==> src/rtl/io_port_pkg.sv <==
// io_port_pkg: register offsets and STATUS/CTRL bit positions shared by the
// io_port register window and anything that decodes it.
package io_port_pkg;

  // Register offsets within the 4-word window
  localparam logic [1:0] OFS_DATA_IN  = 2'd0;
  localparam logic [1:0] OFS_DATA_OUT = 2'd1;
  localparam logic [1:0] OFS_STATUS   = 2'd2;
  localparam logic [1:0] OFS_CTRL     = 2'd3;

  // STATUS bit positions
  localparam int ST_IN_NOT_EMPTY = 0;
  localparam int ST_OUT_NOT_FULL = 1;
  localparam int ST_IN_FULL      = 2;
  localparam int ST_OUT_EMPTY    = 3;
  localparam int ST_OVF          = 4;
  localparam int ST_UNF          = 5;

  // CTRL bit positions
  localparam int CT_CLEAR = 0;
  localparam int CT_FLUSH = 1;

endpackage

==> src/rtl/io_port_fifo.sv <==
// sync_fifo: single-clock FIFO, 2**AW entries of W bits.
//  clk/rst  : clock, synchronous active-low reset
//  flush    : empties the FIFO; any push/pop in the same cycle is discarded
//  push     : write wdata (ignored when full)
//  pop      : advance head (ignored when empty)
//  rdata    : head word, 0 while empty
//  full     : all entries occupied
//  empty    : no entries
module sync_fifo #(
  parameter int W  = 16,
  parameter int AW = 2
) (
  input  logic         clk,
  input  logic         rst,
  input  logic         flush,
  input  logic         push,
  input  logic [W-1:0] wdata,
  input  logic         pop,
  output logic [W-1:0] rdata,
  output logic         full,
  output logic         empty
);

  logic [W-1:0] mem [2**AW];
  // One extra pointer bit tells full from empty when the index bits match.
  logic [AW:0]  wr_ptr, rd_ptr;
  logic         do_push, do_pop;

  assign empty   = (wr_ptr == rd_ptr);
  assign full    = (wr_ptr[AW] != rd_ptr[AW]) && (wr_ptr[AW-1:0] == rd_ptr[AW-1:0]);
  assign do_push = push && !full && !flush;
  assign do_pop  = pop && !empty && !flush;
  // Gate the head so stale storage never leaks out after reset or flush.
  assign rdata   = empty ? '0 : mem[rd_ptr[AW-1:0]];

  always_ff @(posedge clk) begin
    if (!rst) begin
      wr_ptr <= '0;
      rd_ptr <= '0;
    end else if (flush) begin
      wr_ptr <= '0;
      rd_ptr <= '0;
    end else begin
      if (do_push) wr_ptr <= wr_ptr + 1'b1;
      if (do_pop)  rd_ptr <= rd_ptr + 1'b1;
    end
  end

  always_ff @(posedge clk) begin
    if (rst && do_push) mem[wr_ptr[AW-1:0]] <= wdata;
  end

endmodule

==> src/rtl/io_port.sv <==
// io_port: memory-mapped I/O responder on the control-unit data bus.
//  Window at IO_BASE..IO_BASE+3: DATA_IN (R, pops input FIFO), DATA_OUT (W,
//  pushes output FIFO), STATUS (R), CTRL (W: b0 clear flags, b1 flush FIFOs).
//  clk/rst            : clock, synchronous active-low reset
//  bus_addr/we/re     : bus access, one-cycle strobes
//  bus_wdata/bus_rdata: write data / registered read data (latency 1)
//  bus_hit            : combinational window decode for the top-level mux
//  in_data/valid/ready: external input stream into the input FIFO
//  out_data/valid/ready: output FIFO head toward the external sink
module io_port
  import io_port_pkg::*;
#(
  parameter int                  RAM_SIZE = 16,
  parameter int                  FIFO_AW  = 2,
  parameter logic [RAM_SIZE-1:0] IO_BASE  = 'hFFF0
) (
  input  logic                clk,
  input  logic                rst,
  input  logic [RAM_SIZE-1:0] bus_addr,
  input  logic                bus_we,
  input  logic                bus_re,
  input  logic [15:0]         bus_wdata,
  output logic [15:0]         bus_rdata,
  output logic                bus_hit,
  input  logic [15:0]         in_data,
  input  logic                in_valid,
  output logic                in_ready,
  output logic [15:0]         out_data,
  output logic                out_valid,
  input  logic                out_ready
);

  logic [1:0]  ofs;
  logic        wr, rd;
  logic        flush, clr, ovf, unf, ovf_set, unf_set;
  logic        in_full, in_empty, out_full, out_empty;
  logic        in_pop, out_push;
  logic [15:0] in_head, status, rd_val;

  assign bus_hit = (bus_addr[RAM_SIZE-1:2] == IO_BASE[RAM_SIZE-1:2]);
  assign ofs     = bus_addr[1:0];
  assign wr      = bus_we && bus_hit;
  // A write in the same cycle takes the bus; the read strobe is ignored.
  assign rd      = bus_re && bus_hit && !bus_we;

  assign flush    = wr && (ofs == OFS_CTRL) && bus_wdata[CT_FLUSH];
  assign clr      = wr && (ofs == OFS_CTRL) && bus_wdata[CT_CLEAR];
  assign in_pop   = rd && (ofs == OFS_DATA_IN) && !in_empty;
  assign unf_set  = rd && (ofs == OFS_DATA_IN) && in_empty;
  // Fullness is judged at cycle start: a same-cycle drain does not save the word.
  assign out_push = wr && (ofs == OFS_DATA_OUT) && !out_full;
  assign ovf_set  = wr && (ofs == OFS_DATA_OUT) && out_full;

  assign in_ready  = !in_full;
  assign out_valid = !out_empty;

  sync_fifo #(.W(16), .AW(FIFO_AW)) u_in_fifo (
    .clk(clk), .rst(rst), .flush(flush),
    .push(in_valid && !in_full), .wdata(in_data),
    .pop(in_pop), .rdata(in_head),
    .full(in_full), .empty(in_empty)
  );

  sync_fifo #(.W(16), .AW(FIFO_AW)) u_out_fifo (
    .clk(clk), .rst(rst), .flush(flush),
    .push(out_push), .wdata(bus_wdata),
    .pop(out_valid && out_ready), .rdata(out_data),
    .full(out_full), .empty(out_empty)
  );

  always_comb begin
    status                  = '0;
    status[ST_IN_NOT_EMPTY] = !in_empty;
    status[ST_OUT_NOT_FULL] = !out_full;
    status[ST_IN_FULL]      = in_full;
    status[ST_OUT_EMPTY]    = out_empty;
    status[ST_OVF]          = ovf;
    status[ST_UNF]          = unf;
  end

  // in_head is already 0 when the input FIFO is empty.
  always_comb begin
    rd_val = '0;
    case (ofs)
      OFS_DATA_IN: rd_val = in_head;
      OFS_STATUS:  rd_val = status;
      default:     rd_val = '0;
    endcase
  end

  // Sticky flags: a new event in the same cycle as a clear wins.
  always_ff @(posedge clk) begin
    if (!rst) begin
      ovf <= 1'b0;
      unf <= 1'b0;
    end else begin
      if (clr) begin
        ovf <= 1'b0;
        unf <= 1'b0;
      end
      if (ovf_set) ovf <= 1'b1;
      if (unf_set) unf <= 1'b1;
    end
  end

  always_ff @(posedge clk) begin
    if (!rst)    bus_rdata <= '0;
    else if (rd) bus_rdata <= rd_val;
  end

endmodule

==> config.mk <==
export PLATFORM = sky130hd
export DESIGN_NAME = io_port
export DESIGN_NICKNAME = d
export VERILOG_FILES = /design/src/rtl/io_port_pkg.sv /design/src/rtl/io_port_fifo.sv /design/src/rtl/io_port.sv
export SDC_FILE = /design/constraint.sdc
export NUM_CORES = 1
export LEC_CHECK = 0
export ABC_CLOCK_PERIOD_IN_PS = 3890
export BUFFER_PORTS_ARGS = -buffer_cell sky130_fd_sc_hd__buf_2
export CORE_MARGIN = 4
export CORE_UTILIZATION = 63
export CTS_BUF_LIST = sky130_fd_sc_hd__clkbuf_4 sky130_fd_sc_hd__clkbuf_8
export DETAILED_ROUTE_END_ITERATION = 6
export PLACE_DENSITY = 0.9
export SLEW_MARGIN = 5
export SYNTH_ARGS = -nofsm -noshare
export SYNTH_HDL_FRONTEND = slang
export SYNTH_SLANG_ARGS = --single-unit
==> constraint.sdc <==
create_clock -name clk -period 3.89 [get_ports clk]
set_input_delay 0.778 -clock clk [delete_from_list [all_inputs] [get_ports clk]]
set_output_delay 0.778 -clock clk [all_outputs]
set_load 0.02 [all_outputs]
==> flow_summary.toml <==
[logic_synthesis]
yosysMostFrequentCell = "edfxtp_1"
synth_top_area_share_pct = 59.5
netlist_instances = 388
ys_types = 38
synthTopCellsByCount = "128 x edfxtp_1, 34 x dfxtp_1, 32 x mux4_2"
synth_edf_count = 128
synth-seq-cells = 162
synth-main-ff-cell = "edfxtp_1"
netlist_area_sq_um = 6460
ys_top_cells_by_area = "edfxtp_1 59%, mux4_2 11%, dfxtp_1 11%, ha_1 1.9%, nor2b_1 1.6%"
syn_avg_cell_area_sq_um = 16.7
yosys.area.top_type = "edfxtp_1"
yosysWarningCount = 0
async_flop_share_pct = 0
syn-num-nets = 452
yosysSeqAreaShare_pct = 70.0

[sta]
slew_headroom_pct = 29.4
clock_skew_ns = 0.0119
layout_min_cycle_time_ns = 2.77
setup-tns-final_ns = 0
timing.final.ws_setup_ns = 1.12
fin_crit_sh_pct = 71.3
max_freq_ghz = 0.360
fin_hold_ws_ns = 0.480
drv_slew = 0
tightest_slew_ns = 1.06
rsz0062_at_grt = "false"
final-setup-viol-count = 0
hold_violations = 0

[critical_path]
crit_fanout = 16
critical_path_class = "reg -> out"
required_ns = 3.11
crit_arrival_ns = 2.00
r2r_slack_ns = 1.50
cp-end-kind = "output pin"
crit_path_start_kind = "flop"

[routing]
vias = 3778
ant_nets = 0
drtIter0Drc = 283
drc = 0
detailedRoute.firstPassIterationCount = 5
post_drt_wl_per_cell_microns = 20.0
viasPerCell = 5.99
routed_wl_mm = 12.6

[floorplan]
fp.dieArea_sq_um = 11900
core.rowCount = 36
top_level_ports = 89
initial_core_util_pct = 65.5
die_h_microns = 109
core-area_sq_um = 9860
die_w_microns = 109

[clock_network]
cts.sinks = 162
htreeDepth = 4
clock-root-buffer = "clkbuf_8"
cts_hold_buf = 0
worstSkewPairLatency_ns = 0.45
cts_tree = "yes"
cts_resized = 0
clkSlewWorstSetupHoldPaths_ns = 0.09
cts_buffer_depth = 2
cts_setup_buffers = 0
cts_buffers = 17

[global_routing]
met2_usage_pct = 38.8
met3_usage_pct = 5.39
grt_pass1_vias = 3858
grt-busiest-layer = "met2"
grt_pass1_wl_mm = 20.4
grt-ovfl-total = 0
grt_use_met1_pct = 30.7
antenna_found_initial = 0
grt_max_degree = 24
grt_usage_pct = 23.6

[job]
drv_cap = 0

[layout]
nNetsFinal = 549
antenna-diode-count = 0
layout-drive-gt1-share_pct = 33.5
area_growth_pct = 16.1

[min_path]
hp-class = "reg -> reg"

[power_and_ir_drop]
cellLeakagePower_nw = 2.66
p_per_area_nw_per_um2 = 448
ir_drop_mv = 0.318

[place]
portBuffers = 88
post-place-ws_ns = 0.750
dpl.hpwl_mm = 8.41
gp_congestion = 0.905

[run_status]
status = "completed"
## cells by family after synthesis
logic type / after synthesis / synth area share [%]
flops: 162 / 70.0
simple gates: 92 / 7.92
compound gates: 49 / 5.00
mux: 34 / 11.5
buf+inv: 27 / 1.78
xor+xnor: 14 / 1.90
fa+ha+maj: 10 / 1.94
## power by group
part           internal [mW]  switching, mW
Clock                  0.720          0.635
Sequential              1.89        0.00844
Combinational         0.0452         0.0696
## critical path: stages, from the launching register on
cell and delay (ns):
dfxtp_1 0.82, mux4_2 0.44, nor2b_1 0.14, buf_2 0.16
## worst paths after layout
| kind | startpoint | cells past startpoint | endpoint |
|---|---|---|---|
| setup / recovery | flop | 3 | out_data[7] |
| hold / removal | bus_rdata[15]$_SDFFE_PN0P_ | 2 | bus_rdata[15]$_SDFFE_PN0P_ |
| setup reg to reg | u_out_fifo.wr_ptr[1]$_SDFFE_PP0P_ | 4 | u_out_fifo.mem[0][15]$_DFFE_PP_ |
| hold reg to reg | bus_rdata[15]$_SDFFE_PN0P_ | 2 | bus_rdata[15]$_SDFFE_PN0P_ |
## sequential cells by signal (all words and copies together) (netlist names), named ones only
name,cells
u_in_fifo.mem,64
u_out_fifo.mem,64
bus_rdata,16
u_in_fifo.rd_ptr,3
u_in_fifo.wr_ptr,3
u_out_fifo.rd_ptr,3
u_out_fifo.wr_ptr,3
ovf,1
unf,1
## per-layer routing
layer / vias to the layer above / part of all wire (%)
li1: 1703 / -
met1: 1842 / 37
met2: 203 / 52
met3: 30 / 8.2
met4: 0 / 2.3
met5: - / 0
## cell type report
cell class                      instances  area, sq um
Inverter                                9         33.8
Sequential cell                       162         4520
Multi-Input combinational cell        199         1830
Clock buffer                           17          234
Tap cell                              133          166
Clock inverter                         15          216
Timing Repair Buffer                   96          500
Fill cell                             560         2360
## layout by cell type, fill, tap and decap left out, types with 5 or more instances in the layout
master / count
edfxtp_1: 128
buf_2: 88
dfxtp_1: 34
mux4_2: 32
nand2_1: 21
nor2b_1: 17
nor2_1: 17
clkbuf_8: 17
nand3_1: 15
a21boi_0: 12
o21ai_0: 11
ha_1: 10
inv_1: 9
a21oi_1: 8
buf_4: 8
xor2_1: 7
xnor2_1: 7
o31ai_1: 6
inv_6: 6
a31oi_1: 5
## through the flow
step	area, sq um	power, mW	util [%]	cells
2_1_floorplan	6460	1.98	-	388
3_3_place_gp	7050	2.04	71.5	599
3_5_place_dp	7050	2.05	71.5	599
4_1_cts	7500	3.37	76.1	631
5_1_grt	7500	3.48	76.1	631
6_report	7500	3.36	76.1	631
(Power assumes the default switching activity.)
